## config.mk

```make
export PLATFORM = sky130hd
export DESIGN_NAME = alu_sequencer
export DESIGN_NICKNAME = d
export VERILOG_FILES = /design/src/rtl/alu_pkg.sv /design/src/rtl/alu_sequencer.sv
export SDC_FILE = /design/constraint.sdc
export NUM_CORES = 1
export LEC_CHECK = 0
export ABC_CLOCK_PERIOD_IN_PS = 1500
export BUFFER_PORTS_ARGS = -buffer_cell sky130_fd_sc_hd__buf_2
export CORE_ASPECT_RATIO = 0.8
export CORE_UTILIZATION = 42
export DETAILED_ROUTE_END_ITERATION = 6
export GPL_TIMING_DRIVEN = 0
export PLACE_DENSITY = 0.81
export SLEW_MARGIN = 20
export SYNTH_ARGS = -nofsm -noshare
export SYNTH_HDL_FRONTEND = slang
export SYNTH_SLANG_ARGS = --single-unit
```

## constraint.sdc

```tcl
create_clock -name clk_in -period 1.5 [get_ports clk_in]
set_input_delay 0.15 -clock clk_in [delete_from_list [all_inputs] [get_ports clk_in]]
set_output_delay 0.15 -clock clk_in [all_outputs]
set_load 0.01 [all_outputs]
```

## src/rtl/alu_pkg.sv

```systemverilog
// Shared widths and FSM state encoding for the alu and the sequencer that drives it.
package alu_pkg;

  localparam int ALU_W = 8;
  localparam int RES_W = 16;
  localparam int SEL_W = 3;

  typedef enum logic [1:0] {
    IDLE   = 2'd0,
    SETTLE = 2'd1,
    HOLD   = 2'd2
  } seq_state_t;

endpackage

```

## src/rtl/alu_sequencer.sv

```systemverilog
// Drives registered operands into a combinational alu, waits a fixed settle time,
// then returns the captured result on a valid/ready response port (single op or sweep).
module alu_sequencer
  import alu_pkg::*;
#(
  parameter int SETTLE_CYCLES = 2,
  parameter int NUM_OPS       = 8
) (
  input  logic             clk_in,
  input  logic             rst_n_in,
  input  logic             req_valid_in,
  output logic             req_ready_out,
  input  logic [ALU_W-1:0] req_d0_in,
  input  logic [ALU_W-1:0] req_d1_in,
  input  logic [SEL_W-1:0] req_sel_in,
  input  logic             req_sweep_in,
  output logic [ALU_W-1:0] alu_d0_out,
  output logic [ALU_W-1:0] alu_d1_out,
  output logic [SEL_W-1:0] alu_sel_out,
  input  logic [RES_W-1:0] alu_res_in,
  input  logic             alu_gt_in,
  input  logic             alu_eq_in,
  output logic             rsp_valid_out,
  input  logic             rsp_ready_in,
  output logic [RES_W-1:0] rsp_res_out,
  output logic             rsp_gt_out,
  output logic             rsp_eq_out,
  output logic [SEL_W-1:0] rsp_sel_out,
  output logic             rsp_last_out,
  output logic             busy_out
);

  localparam int               CNT_W    = (SETTLE_CYCLES > 1) ? $clog2(SETTLE_CYCLES) : 1;
  localparam logic [CNT_W-1:0] CNT_INIT = CNT_W'(SETTLE_CYCLES - 1);
  localparam logic [SEL_W-1:0] LAST_SEL = SEL_W'(NUM_OPS - 1);

  seq_state_t       state_q;
  logic [CNT_W-1:0] cnt_q;
  logic             sweep_q;
  logic [ALU_W-1:0] alu_d0_q;
  logic [ALU_W-1:0] alu_d1_q;
  logic [SEL_W-1:0] alu_sel_q;
  logic             rsp_valid_q;
  logic [RES_W-1:0] rsp_res_q;
  logic             rsp_gt_q;
  logic             rsp_eq_q;
  logic [SEL_W-1:0] rsp_sel_q;
  logic             rsp_last_q;

  // NOTE: every register is cleared by the async reset and updated with <= only, so
  // all state moves together on the edge and no read-before-write ordering exists.
  always_ff @(posedge clk_in or negedge rst_n_in) begin
    if (!rst_n_in) begin
      state_q     <= IDLE;
      cnt_q       <= '0;
      sweep_q     <= 1'b0;
      alu_d0_q    <= '0;
      alu_d1_q    <= '0;
      alu_sel_q   <= '0;
      rsp_valid_q <= 1'b0;
      rsp_res_q   <= '0;
      rsp_gt_q    <= 1'b0;
      rsp_eq_q    <= 1'b0;
      rsp_sel_q   <= '0;
      rsp_last_q  <= 1'b0;
    end else begin
      case (state_q)
        IDLE: begin
          if (req_valid_in) begin
            alu_d0_q  <= req_d0_in;
            alu_d1_q  <= req_d1_in;
            alu_sel_q <= req_sweep_in ? '0 : req_sel_in;
            sweep_q   <= req_sweep_in;
            cnt_q     <= CNT_INIT;
            state_q   <= SETTLE;
          end
        end
        SETTLE: begin
          // alu outputs are only trusted on the edge where the settle count expires
          if (cnt_q == '0) begin
            rsp_res_q   <= alu_res_in;
            rsp_gt_q    <= alu_gt_in;
            rsp_eq_q    <= alu_eq_in;
            rsp_sel_q   <= alu_sel_q;
            rsp_last_q  <= !sweep_q || (alu_sel_q == LAST_SEL);
            rsp_valid_q <= 1'b1;
            state_q     <= HOLD;
          end else begin
            cnt_q <= cnt_q - CNT_W'(1);
          end
        end
        HOLD: begin
          if (rsp_ready_in) begin
            rsp_valid_q <= 1'b0;
            if (sweep_q && (alu_sel_q != LAST_SEL)) begin
              alu_sel_q <= alu_sel_q + SEL_W'(1);
              cnt_q     <= CNT_INIT;
              state_q   <= SETTLE;
            end else begin
              state_q <= IDLE;
            end
          end
        end
        default: state_q <= IDLE;
      endcase
    end
  end

  assign req_ready_out = (state_q == IDLE);
  assign busy_out      = (state_q != IDLE);
  assign alu_d0_out    = alu_d0_q;
  assign alu_d1_out    = alu_d1_q;
  assign alu_sel_out   = alu_sel_q;
  assign rsp_valid_out = rsp_valid_q;
  assign rsp_res_out   = rsp_res_q;
  assign rsp_gt_out    = rsp_gt_q;
  assign rsp_eq_out    = rsp_eq_q;
  assign rsp_sel_out   = rsp_sel_q;
  assign rsp_last_out  = rsp_last_q;

endmodule

```

==> summary.md, run 1 <==
## Timing
* **number of pins exceeding their max-slew limit in the final report** 0
* **setup repair after global routing missed its margin** true
* **number of setup violations in the final report** 5
* **final critical path time including I/O delays and setup** 1.61 ns
* **maximum achievable frequency** 622 MHz
* **setup clock skew after layout** 0.00467 ns
* **worst slew slack as a fraction of its limit** 62.4%
* **final-report hold violation count** 0
* **Final Hold Slack** 0.0765 ns
* **setup ws final** -0.108 ns
* **crit share post-route** 107%
* **transition time at the pin with the least slew margin** 0.564 ns

## Setup path
* **startpoint-to-endpoint class of the critical path** register to register
* **Max FO, Critical Path** 3
* **Critical Path Start Type** register
* **endpoint kind of the worst setup timing path** register
* **arrival time at the worst endpoint** 1.79 ns
* **data required time at the worst endpoint** 1.68 ns

## Floorplan
* **I/O pin total** 86
* **overall die width** 77.6 um
* **num rows** 21
* **effective utilization at floorplan** 44.9%
* **Total Die Area** 4850 um2
* **DIE HEIGHT** 62.5 um
* **core area** 4280 um2

## Power
* **power density normalized to cell area** 2180 nW/um2
* **sequential share of power** 37.0%
* **worst voltage drop across the vdd grid** 1060 uV
* **Leakage Power** 1.41 nW
* **power after layout** 6.03 mW
* **total internal power** 4.08 mW
* **relative contribution of the clock network to total power** 12.5%
* **switching power** 1.95 mW
* **Comb pwr share** 50.5%
* **switching fraction of total power** 32.3%

## Global route
* **antenna violations before repair** 0
* **wire length of the first global-routing pass** 6.30 mm
* **number of global-route vias before repair** 1,382
* **global-route usage over all layers** 16.6%
* **total congestion overflow after global routing** 0
* **largest net degree at the start of global routing** 47

## Routing
* **Routed met2 length** 1.78 mm
* **DR WL met3** 262 um
* **Avg Vias per Cell** 4.61
* **routed wirelength normalized by instance count** 13.4 um
* **uppermost signal routing layer after detailed routing** met4
* **wl on met1** 1.82 mm
* **antenna violation net count after detailed routing** 0
* **DRC violations left** 0
* **starting DRC count in detailed routing** 19
* **number of iterations in the first detailed-routing pass** 4
* **aggregate routed wire length** 3.89 mm
* **routed vias** 1,342

## CTS
* **Clock Sinks** 46
* **clock buffer depth** 2
* **count of H-tree levels built during CTS** 2
* **clock tree root buffer cell** sky130_fd_sc_hd__clkbuf_8
* **clock input transition at the sequential cells of the worst setup and hold paths** 0.08 ns
* **total CTS buffers** 5
* **clock tree from TritonCTS** yes
* **Clock Latency Late Sink** 0.29 ns

## Synth
* **largest family of logic cells by synthesized area** multiplexers
* **number of cells produced by synthesis** 122
* **area fraction in compound gates after synthesis** 4.10%
* **Yosys cell types** 28
* **Area contributors post-synth** sky130_fd_sc_hd__dfrtp_1 (60%), sky130_fd_sc_hd__mux2_2 (16%), sky130_fd_sc_hd__mux2_4 (8.6%)
* **area share of xor/xnor cells in the synthesized design** 0%
* **post-synthesis cell type with the largest combined area** sky130_fd_sc_hd__dfrtp_1
* **proportion of netlist area held by the largest area contributor** 59.9%
* **count of yosys warnings during synthesis** 0
* **syn nets** 166
* **post-synthesis share of cell area spent on full adders, half adders and majority gates** 1.30%
* **syn avg cell area** 15.8 um2
* **area share of and/or/nand/nor cells after synthesis** 4.82%
* **portion of the post-synthesis area used by sequential elements** 59.9%
* **Cell Area, Synth** 1920 um2
* **multiplexer share of the synthesized area** 25.5%
* **number of synthesized register bits** 46

## Status
* **violations in the final reports** setup timing
* **status** finished, violations left

## Place
* **Post-Place Cells** 264
* **count of buffers from port buffering** 85
* **gpl congestion** 0.740
* **DP Wirelength** 2.56 mm
* **post-placement worst setup slack** -0.180 ns

## Final layout
* **count of non-filler cells in the finished layout** 291
* **Layout Utilization** 64.5%
* **number of antenna repair diodes** 0
* **number of nets in the layout** 277
* **fraction of final layout cells with drive strength greater than 1** 70.1%
* **layout-stage area growth over the synthesis result** 43.8%

## Run
* **reported max-cap violation count** 0

## Min path
* **Tightest Hold Check Type** input port to register

## power by group through the flow
stage	registers (mW)	logic, mW	clock network [mW]
global route	2.31	3.28	0.843
finish	2.23	3.05	0.753
global placement	2.22	2.44	0
detailed placement	2.25	2.48	0
floorplan	2.51	1.33	0
CTS	2.22	2.70	0.791
## kinds of logic after synthesis
| family | after synthesis |
|---|---|
| multiplexers | 40 |
| AND/OR/NAND/NOR | 14 |
| AO/OA/AOI/OAI | 10 |
| flip-flops | 46 |
| adder cells (fa/ha/maj) | 2 |
| buffers and inverters | 10 |
## layout by cell type (no fill, tap or decap), drive strengths merged
| master | n |
|---|---|
| o21bai | 1 |
| a32o | 1 |
| and2 | 1 |
| o21ba | 1 |
| and4b | 1 |
| nor3b | 1 |
| mux2i | 1 |
| o22a | 1 |
| buf | 108 |
| nor2 | 5 |
| a31oi | 1 |
| a31o | 1 |
| clkinv | 1 |
| inv | 5 |
| ha | 2 |
| mux2 | 39 |
| nor2b | 1 |
| a32oi | 1 |
| dfrtp | 46 |
| nand2b | 2 |
| nor3 | 1 |
| clkbuf | 7 |
| nand2 | 2 |
| dlygate4sd3 | 1 |
| a21oi | 2 |
| a22oi | 1 |
## what timing repair did
item,4_1_cts,5_1_grt
resized for setup,4,21
setup buffers,9,8
endpoints found under the setup margin,31,21
hold buffers,0,1
cloned,1,0
pin swaps,1,3
hold endpoints to repair,0,46
## worst max-delay path, stage by stage (launching register included)
cell and delay, ns:
sky130_fd_sc_hd__dfrtp_1 0.39, sky130_fd_sc_hd__ha_2 0.20, sky130_fd_sc_hd__ha_4 0.15, sky130_fd_sc_hd__and4b_1 0.29, sky130_fd_sc_hd__o21ba_4 0.17, sky130_fd_sc_hd__mux2_4 0.30
## area by class of cell
type | count | area (um2)
flip-flops and latches | 46 | 1150
multi-input cells | 66 | 772
repair buffers | 104 | 584
fillers | 326 | 1520
well taps | 57 | 71.3
inverters | 5 | 18.8
clock buffers | 7 | 86.3
clock inverters | 1 | 5.00
plain buffers | 5 | 72.6
## final timing paths
kind	startpoint	cells after the start	to	slack (ns)
min reg2reg	sweep_q$_DFFE_PN0P_	1	rsp_last_out$_DFFE_PN0P_	0.48
max in group asynchronous	rst_n_in	2	state_q[0]$_DFFE_PN0P_	0.69
max reg2reg	alu_sel_out[0]$_DFFE_PN0P_	5	alu_sel_out[1]$_DFFE_PN0P_	-0.11
min	rsp_ready_in	2	state_q[1]$_DFFE_PN0P_	0.08
min in group asynchronous	rst_n_in	2	rsp_res_out[3]$_DFFE_PN0P_	0.40
max	alu_sel_out[0]$_DFFE_PN0P_	5	alu_sel_out[1]$_DFFE_PN0P_	-0.11
## metrics by stage
step	cell area (um2)	TNS, ns
2_1_floorplan	1930	-0.154
3_3_place_gp	2430	-1.57
3_5_place_dp	2430	-1.88
4_1_cts	2610	-0.238
5_1_grt	2760	-0.916
6_report	2760	-0.306
## metal layers
| metal | up-vias | track usage [%] |
|---|---|---|
| met5 | - | 0 |
| met4 | 0 | 4.95 |
| met3 | 3 | 4.53 |
| met2 | 52 | 28.1 |
| met1 | 640 | 20.8 |
| li1 | 647 | - |
## sequential cells by signal, indices dropped and copies added (netlist names)
signal,cells
rsp_last_out,1
alu_d0_out,8
rsp_valid_out,1
rsp_sel_out,3
rsp_eq_out,1
state_q,2
cnt_q,1
sweep_q,1
alu_sel_out,3
alu_d1_out,8
rsp_gt_out,1
rsp_res_out,16
## Yosys cell counts
library cell / number
sky130_fd_sc_hd__nor2_1: 4
sky130_fd_sc_hd__nor3_1: 1
sky130_fd_sc_hd__dfrtp_1: 46
sky130_fd_sc_hd__nor2_2: 1
sky130_fd_sc_hd__o21bai_1: 1
sky130_fd_sc_hd__nand2_1: 2
sky130_fd_sc_hd__nor3b_4: 1
sky130_fd_sc_hd__and2_4: 1
sky130_fd_sc_hd__mux2_2: 27
sky130_fd_sc_hd__o22a_2: 1
sky130_fd_sc_hd__buf_6: 4
sky130_fd_sc_hd__nor2b_1: 1
sky130_fd_sc_hd__ha_1: 2
sky130_fd_sc_hd__a22oi_1: 1
sky130_fd_sc_hd__o21ba_2: 1
sky130_fd_sc_hd__nand2b_1: 1
sky130_fd_sc_hd__mux2i_1: 1
sky130_fd_sc_hd__inv_1: 5
sky130_fd_sc_hd__a21oi_1: 2
sky130_fd_sc_hd__nand2b_2: 1
sky130_fd_sc_hd__a31oi_1: 1
sky130_fd_sc_hd__and4b_1: 1
sky130_fd_sc_hd__a32o_1: 1
sky130_fd_sc_hd__mux2_1: 1
sky130_fd_sc_hd__buf_12: 1
sky130_fd_sc_hd__mux2_4: 11
sky130_fd_sc_hd__a31o_2: 1
sky130_fd_sc_hd__a32oi_1: 1
Power figures use the tool's default switching activity.
==> inputs of run 2 (changes only) <==
--- a/config.mk
+++ b/config.mk
@@ -11,7 +11,7 @@
 export CORE_UTILIZATION = 42
 export DETAILED_ROUTE_END_ITERATION = 6
 export GPL_TIMING_DRIVEN = 0
-export PLACE_DENSITY = 0.81
+export PLACE_DENSITY = 0.75
 export SLEW_MARGIN = 20
 export SYNTH_ARGS = -nofsm -noshare
 export SYNTH_HDL_FRONTEND = slang
==> run 2 against run 1 <==
Effect of this change:
- the flow still finishes with violations (setup timing)
- power shrank 1.6%
- maximum frequency is essentially flat
- sequential power is essentially flat
- clock skew grew 0.0043 ns
- largest cell class unchanged
- largest power group unchanged
==> summary.md, run 2 (synthesis gave the netlist of run 1 again) <==
## Routing
* **aggregate routed wire length** 4.05 mm
* **number of iterations in the first detailed-routing pass** 4
* **routed wirelength normalized by instance count** 14.3 um
* **Avg Vias per Cell** 4.66
* **antenna violation net count after detailed routing** 0
* **starting DRC count in detailed routing** 55
* **DRC violations left** 0
* **routed vias** 1,320

## Global route
* **global-route usage over all layers** 16.5%
* **largest net degree at the start of global routing** 47
* **wire length of the first global-routing pass** 6.14 mm
* **total congestion overflow after global routing** 0
* **number of global-route vias before repair** 1,280
* **antenna violations before repair** 0

## Min path
* **count of cells along the worst hold path** 2
* **Tightest Hold Check Type** input port to register
* **end point of the most critical hold path** state_q[1]$_DFFE_PN0P_
* **startpoint of the worst hold path** rsp_ready_in

## Run
* **reported max-cap violation count** 0

## CTS
* **clock tree root buffer cell** sky130_fd_sc_hd__clkbuf_8
* **count of H-tree levels built during CTS** 2
* **clock input transition at the sequential cells of the worst setup and hold paths** 0.08 ns
* **clock tree from TritonCTS** yes
* **total CTS buffers** 5
* **clock buffer depth** 2
* **Clock Latency Late Sink** 0.29 ns
* **Clock Sinks** 46

## Final layout
* **count of non-filler cells in the finished layout** 283
* **layout-stage area growth over the synthesis result** 41.3%
* **number of fillers in the final layout** 323
* **commonest cells after routing, fill and taps aside** sky130_fd_sc_hd__buf_2 (85), sky130_fd_sc_hd__dfrtp_1 (45), sky130_fd_sc_hd__mux2_4 (26)
* **final non-filler cell area** 2720 um2
* **Layout Utilization** 63.4%
* **commonest non-fill, non-tap cell in the layout** sky130_fd_sc_hd__buf_2
* **number of antenna repair diodes** 0
* **Largest register FFs** 16
* **fraction of final layout cells with drive strength greater than 1** 68.6%
* **area taken by multi-input logic gates** 769 um2
* **Sequential Area** 1150 um2
* **number of nets in the layout** 269

## Setup path
* **startpoint-to-endpoint class of the critical path** register to register
* **CP max stage cell** sky130_fd_sc_hd__dfrtp_1
* **R2R setup slack** -0.11 ns
* **endpoint kind of the worst setup timing path** register
* **Largest stage delay, worst path** 0.39 ns
* **number of cell instances on the worst register-to-register path** 5
* **r2r endpoint** alu_sel_out[1]$_DFFE_PN0P_
* **data required time at the worst endpoint** 1.68 ns
* **Critical Path Start Type** register
* **critical path buffer and inverter count** 0
* **kind of cell adding the most delay to the critical path** flip-flops
* **startpoint of the worst-slack reg-to-reg timing path** alu_sel_out[1]$_DFFE_PN0P_
* **cells along the critical path** ha_2, ha_4, and4b_1, o21ba_4, mux2_4
* **arrival time at the worst endpoint** 1.79 ns
* **Max FO, Critical Path** 4

## Timing
* **setup ws final** -0.110 ns
* **transition time at the pin with the least slew margin** 0.567 ns
* **final-report hold violation count** 0
* **setup clock skew after layout** 0.00895 ns
* **maximum achievable frequency** 621 MHz
* **number of pins exceeding their max-slew limit in the final report** 0
* **number of setup violations in the final report** 4
* **final critical path time including I/O delays and setup** 1.61 ns
* **worst slew slack as a fraction of its limit** 62.2%
* **setup repair after global routing missed its margin** true
* **crit share post-route** 107%

## Power
* **worst voltage drop across the vdd grid** 1220 uV
* **Leakage Power** 1.37 nW
* **power density normalized to cell area** 2190 nW/um2

## Floorplan
* **Total Die Area** 4850 um2
* **DIE HEIGHT** 62.5 um
* **num rows** 21
* **overall die width** 77.6 um
* **effective utilization at floorplan** 44.9%
* **core area** 4280 um2
* **I/O pin total** 86

## Place
* **Post-Place Cells** 264
* **Placement Cell Area** 2430 um2
* **gpl congestion** 0.812
* **post-placement worst setup slack** -0.178 ns
* **DP Wirelength** 2.64 mm
* **count of buffers from port buffering** 85

## Status
* **violations in the final reports** setup timing
* **status** finished, violations left

## run 2: cell types whose count changed in the layout (fill, tap and decap cells not counted), sizes merged
cell    delta
buf        -9
clkbuf     +1
## run 2: area by class of cell
type                    instances  area share [%]
plain buffers                   4            1.98
clock buffers                   7            3.18
clock inverters                 1           0.184
inverters                       5           0.691
multi-input cells              66            28.3
flip-flops and latches         46            42.4
well taps                      57            2.63
repair buffers                 97            20.6
## run 2: stage by stage
| stage | hold WS, ns | power (mW) | TNS (ns) |
|---|---|---|---|
| finish | 0.0781 | 5.94 | -0.196 |
| global route | 0.0574 | 6.33 | -0.805 |
| CTS | 0.0535 | 5.57 | -0.126 |
| detailed placement | 0.370 | 4.74 | -1.51 |
| global placement | 0.365 | 4.68 | -1.48 |
| floorplan | -0.146 | 3.85 | -0.154 |
## run 2: worst max-delay path by stage
| stage | cells after the start | endpoint | start |
|---|---|---|---|
| floorplan | 5 | alu_sel_out[1]$_DFFE_PN0P_ | alu_sel_out[0]$_DFFE_PN0P_ |
| global placement | 5 | alu_sel_out[1]$_DFFE_PN0P_ | alu_sel_out[0]$_DFFE_PN0P_ |
| detailed placement | 5 | alu_sel_out[1]$_DFFE_PN0P_ | alu_sel_out[0]$_DFFE_PN0P_ |
| CTS | 5 | alu_sel_out[1]$_DFFE_PN0P_ | alu_sel_out[0]$_DFFE_PN0P_ |
| global route | 5 | alu_sel_out[1]$_DFFE_PN0P_ | alu_sel_out[1]$_DFFE_PN0P_ |
| finish | 5 | alu_sel_out[1]$_DFFE_PN0P_ | alu_sel_out[1]$_DFFE_PN0P_ |
## run 2: routing by layer
metal	track usage (%)	wire [um]	vias to the layer above
met5	0	0	-
met4	4.25	18	0
met3	6.13	272	2
met2	24.9	1890	53
met1	22.4	1870	634
li1	-	-	631
## run 2: timing repair
item,CTS,global route
cloned,0,3
endpoints found under the hold margin,0,46
hold buffers,0,1
endpoints found under the setup margin,31,23
setup buffers,4,4
pin swaps,2,1
resized for setup,1,22
## run 2: where the power goes
part           internal, mW  leakage [nW]  switching (mW)  total, mW
clock network         0.372        0.0482           0.384      0.756
registers              1.87         0.545           0.376       2.25
logic                  1.75         0.776            1.19       2.94
==> inputs of run 3 (changes only) <==
--- a/config.mk
+++ b/config.mk
@@ -8,10 +8,9 @@
 export ABC_CLOCK_PERIOD_IN_PS = 1500
 export BUFFER_PORTS_ARGS = -buffer_cell sky130_fd_sc_hd__buf_2
 export CORE_ASPECT_RATIO = 0.8
-export CORE_UTILIZATION = 42
+export CORE_UTILIZATION = 25
 export DETAILED_ROUTE_END_ITERATION = 6
 export GPL_TIMING_DRIVEN = 0
-export PLACE_DENSITY = 0.75
 export SLEW_MARGIN = 20
 export SYNTH_ARGS = -nofsm -noshare
 export SYNTH_HDL_FRONTEND = slang
==> run 3 against run 2 <==
Effect of this change:
- the flow still finishes with violations (setup timing)
- die area grew 66%
- critical endpoint unchanged
- non-clock buffer count increased by 3
- sequential power is essentially flat
- combinational power increased by 7.1%
- largest cell class unchanged
- clock power is 51% higher
- highest routed layer unchanged
==> summary.md, run 3 (synthesis gave the netlist of run 1 again) <==
## Setup path
* **data required time at the worst endpoint** 1.69 ns
* **endpoint kind of the worst setup timing path** register
* **arrival time at the worst endpoint** 1.80 ns
* **Max FO, Critical Path** 4
* **startpoint-to-endpoint class of the critical path** register to register
* **Critical Path Start Type** register

## Floorplan
* **overall die width** 100 um
* **effective utilization at floorplan** 25.9%
* **core area** 7430 um2
* **I/O pin total** 86
* **DIE HEIGHT** 80.4 um
* **Total Die Area** 8040 um2
* **num rows** 28

## Final layout
* **number of antenna repair diodes** 0
* **number of nets in the layout** 272
* **fraction of final layout cells with drive strength greater than 1** 70.7%
* **number of fillers in the final layout** 750
* **layout-stage area growth over the synthesis result** 51.0%
* **commonest cells after routing, fill and taps aside** sky130_fd_sc_hd__buf_2 (84), sky130_fd_sc_hd__dfrtp_1 (44), sky130_fd_sc_hd__mux2_4 (31)
* **Largest register FFs** 16
* **final non-filler cell area** 2900 um2
* **commonest non-fill, non-tap cell in the layout** sky130_fd_sc_hd__buf_2

## Timing
* **summed negative setup slack over all endpoints** -0.227 ns
* **maximum achievable frequency** 622 MHz
* **setup ws final** -0.107 ns
* **transition time at the pin with the least slew margin** 0.609 ns
* **worst slew slack as a fraction of its limit** 59.4%
* **setup clock skew after layout** 0.00777 ns
* **number of pins exceeding their max-slew limit in the final report** 0
* **final critical path time including I/O delays and setup** 1.61 ns
* **setup repair after global routing missed its margin** true
* **final-report hold violation count** 0
* **number of setup violations in the final report** 4
* **crit share post-route** 107%

## CTS
* **Clock Sinks** 46
* **clock input transition at the sequential cells of the worst setup and hold paths** 0.09 ns
* **count of H-tree levels built during CTS** 2
* **clock tree from TritonCTS** yes
* **clock tree root buffer cell** sky130_fd_sc_hd__clkbuf_8
* **clock buffer depth** 2
* **total CTS buffers** 5
* **Clock Latency Late Sink** 0.30 ns

## Power
* **power density normalized to cell area** 2260 nW/um2
* **Leakage Power** 1.43 nW
* **worst voltage drop across the vdd grid** 783 uV

## Run
* **reported max-cap violation count** 0

## Global route
* **wire length of the first global-routing pass** 6.33 mm
* **total congestion overflow after global routing** 0
* **antenna violations before repair** 0
* **number of global-route vias before repair** 1,285
* **global-route usage over all layers** 10.3%
* **largest net degree at the start of global routing** 47

## Min path
* **Tightest Hold Check Type** input port to register

## Place
* **gpl congestion** 0.694
* **DP Wirelength** 2.77 mm
* **Placement Cell Area** 2490 um2
* **count of buffers from port buffering** 85

## Status
* **status** finished, violations left
* **violations in the final reports** setup timing

## Routing
* **Avg Vias per Cell** 4.16
* **aggregate routed wire length** 4.36 mm
* **starting DRC count in detailed routing** 39
* **routed vias** 1,390
* **routed wirelength normalized by instance count** 13.0 um
* **number of iterations in the first detailed-routing pass** 4
* **DRC violations left** 0
* **antenna violation net count after detailed routing** 0

run 3: cell type report:
| type | instances | area [um2] | area share, % |
|---|---|---|---|
| Buffer | 5 | 72.6 | 2.50 |
| Clock buffer | 6 | 82.6 | 2.85 |
| Clock inverter | 2 | 60.1 | 2.07 |
| Inverter | 5 | 18.8 | 0.647 |
| Multi-Input combinational cell | 66 | 801 | 27.6 |
| Sequential cell | 46 | 1150 | 39.8 |
| Tap cell | 105 | 131 | 4.53 |
| Timing Repair Buffer | 99 | 582 | 20.1 |
run 3: final timing paths:
path,from,depth (start not counted),endpoint,slack [ns]
max,alu_sel_out[0]$_DFFE_PN0P_,5,alu_sel_out[1]$_DFFE_PN0P_,-0.11
min,rsp_ready_in,2,state_q[1]$_DFFE_PN0P_,0.07
max reg2reg,alu_sel_out[0]$_DFFE_PN0P_,5,alu_sel_out[1]$_DFFE_PN0P_,-0.11
min reg2reg,alu_d1_out[5]$_DFFE_PN0P_,1,alu_d1_out[5]$_DFFE_PN0P_,0.50
max in group asynchronous,rst_n_in,2,alu_sel_out[0]$_DFFE_PN0P_,0.65
min in group asynchronous,rst_n_in,2,rsp_last_out$_DFFE_PN0P_,0.41
run 3: metal layers:
metal / part of all wire (%) / global-route usage (%) / vias up
li1: - / - / 641
met1: 49 / 13.7 / 688
met2: 44 / 16.1 / 57
met3: 5.7 / 3.48 / 4
met4: 0.41 / 2.61 / 0
met5: 0 / 0 / -
run 3: power by group:
part           switching, mW  leakage, nW  internal (mW)
Clock                  0.431       0.0714          0.711
Combinational           1.24        0.814           1.91
Sequential             0.384        0.545           1.87
run 3: critical path: stages (launching register included):
cell,delay [ns]
sky130_fd_sc_hd__dfrtp_2,0.44
sky130_fd_sc_hd__ha_4,0.17
sky130_fd_sc_hd__ha_4,0.15
sky130_fd_sc_hd__and4b_1,0.28
sky130_fd_sc_hd__o21ba_4,0.18
sky130_fd_sc_hd__mux2_4,0.30
run 3: what timing repair did:
item,4_1_cts,5_1_grt
gates cloned,0,2
gates resized for setup,6,25
endpoints found under the hold margin,0,46
pin swaps,1,0
buffers inserted,10,1
setup endpoints to repair,34,30
hold buffers,0,1
run 3: per-stage QoR:
| step | setup slack [ns] | hold WS (ns) | utilization (%) | cells | total power, mW |
|---|---|---|---|---|---|
| 2_1_floorplan | -0.130 | -0.146 | - | 122 | 3.85 |
| 3_3_place_gp | -0.189 | 0.365 | 33.5 | 312 | 4.71 |
| 3_5_place_dp | -0.201 | 0.376 | 33.5 | 312 | 4.77 |
| 4_1_cts | -0.0848 | 0.0363 | 36.9 | 330 | 6.18 |
| 5_1_grt | -0.155 | 0.0562 | 39.1 | 334 | 6.97 |
| 6_report | -0.107 | 0.0683 | 39.1 | 334 | 6.55 |
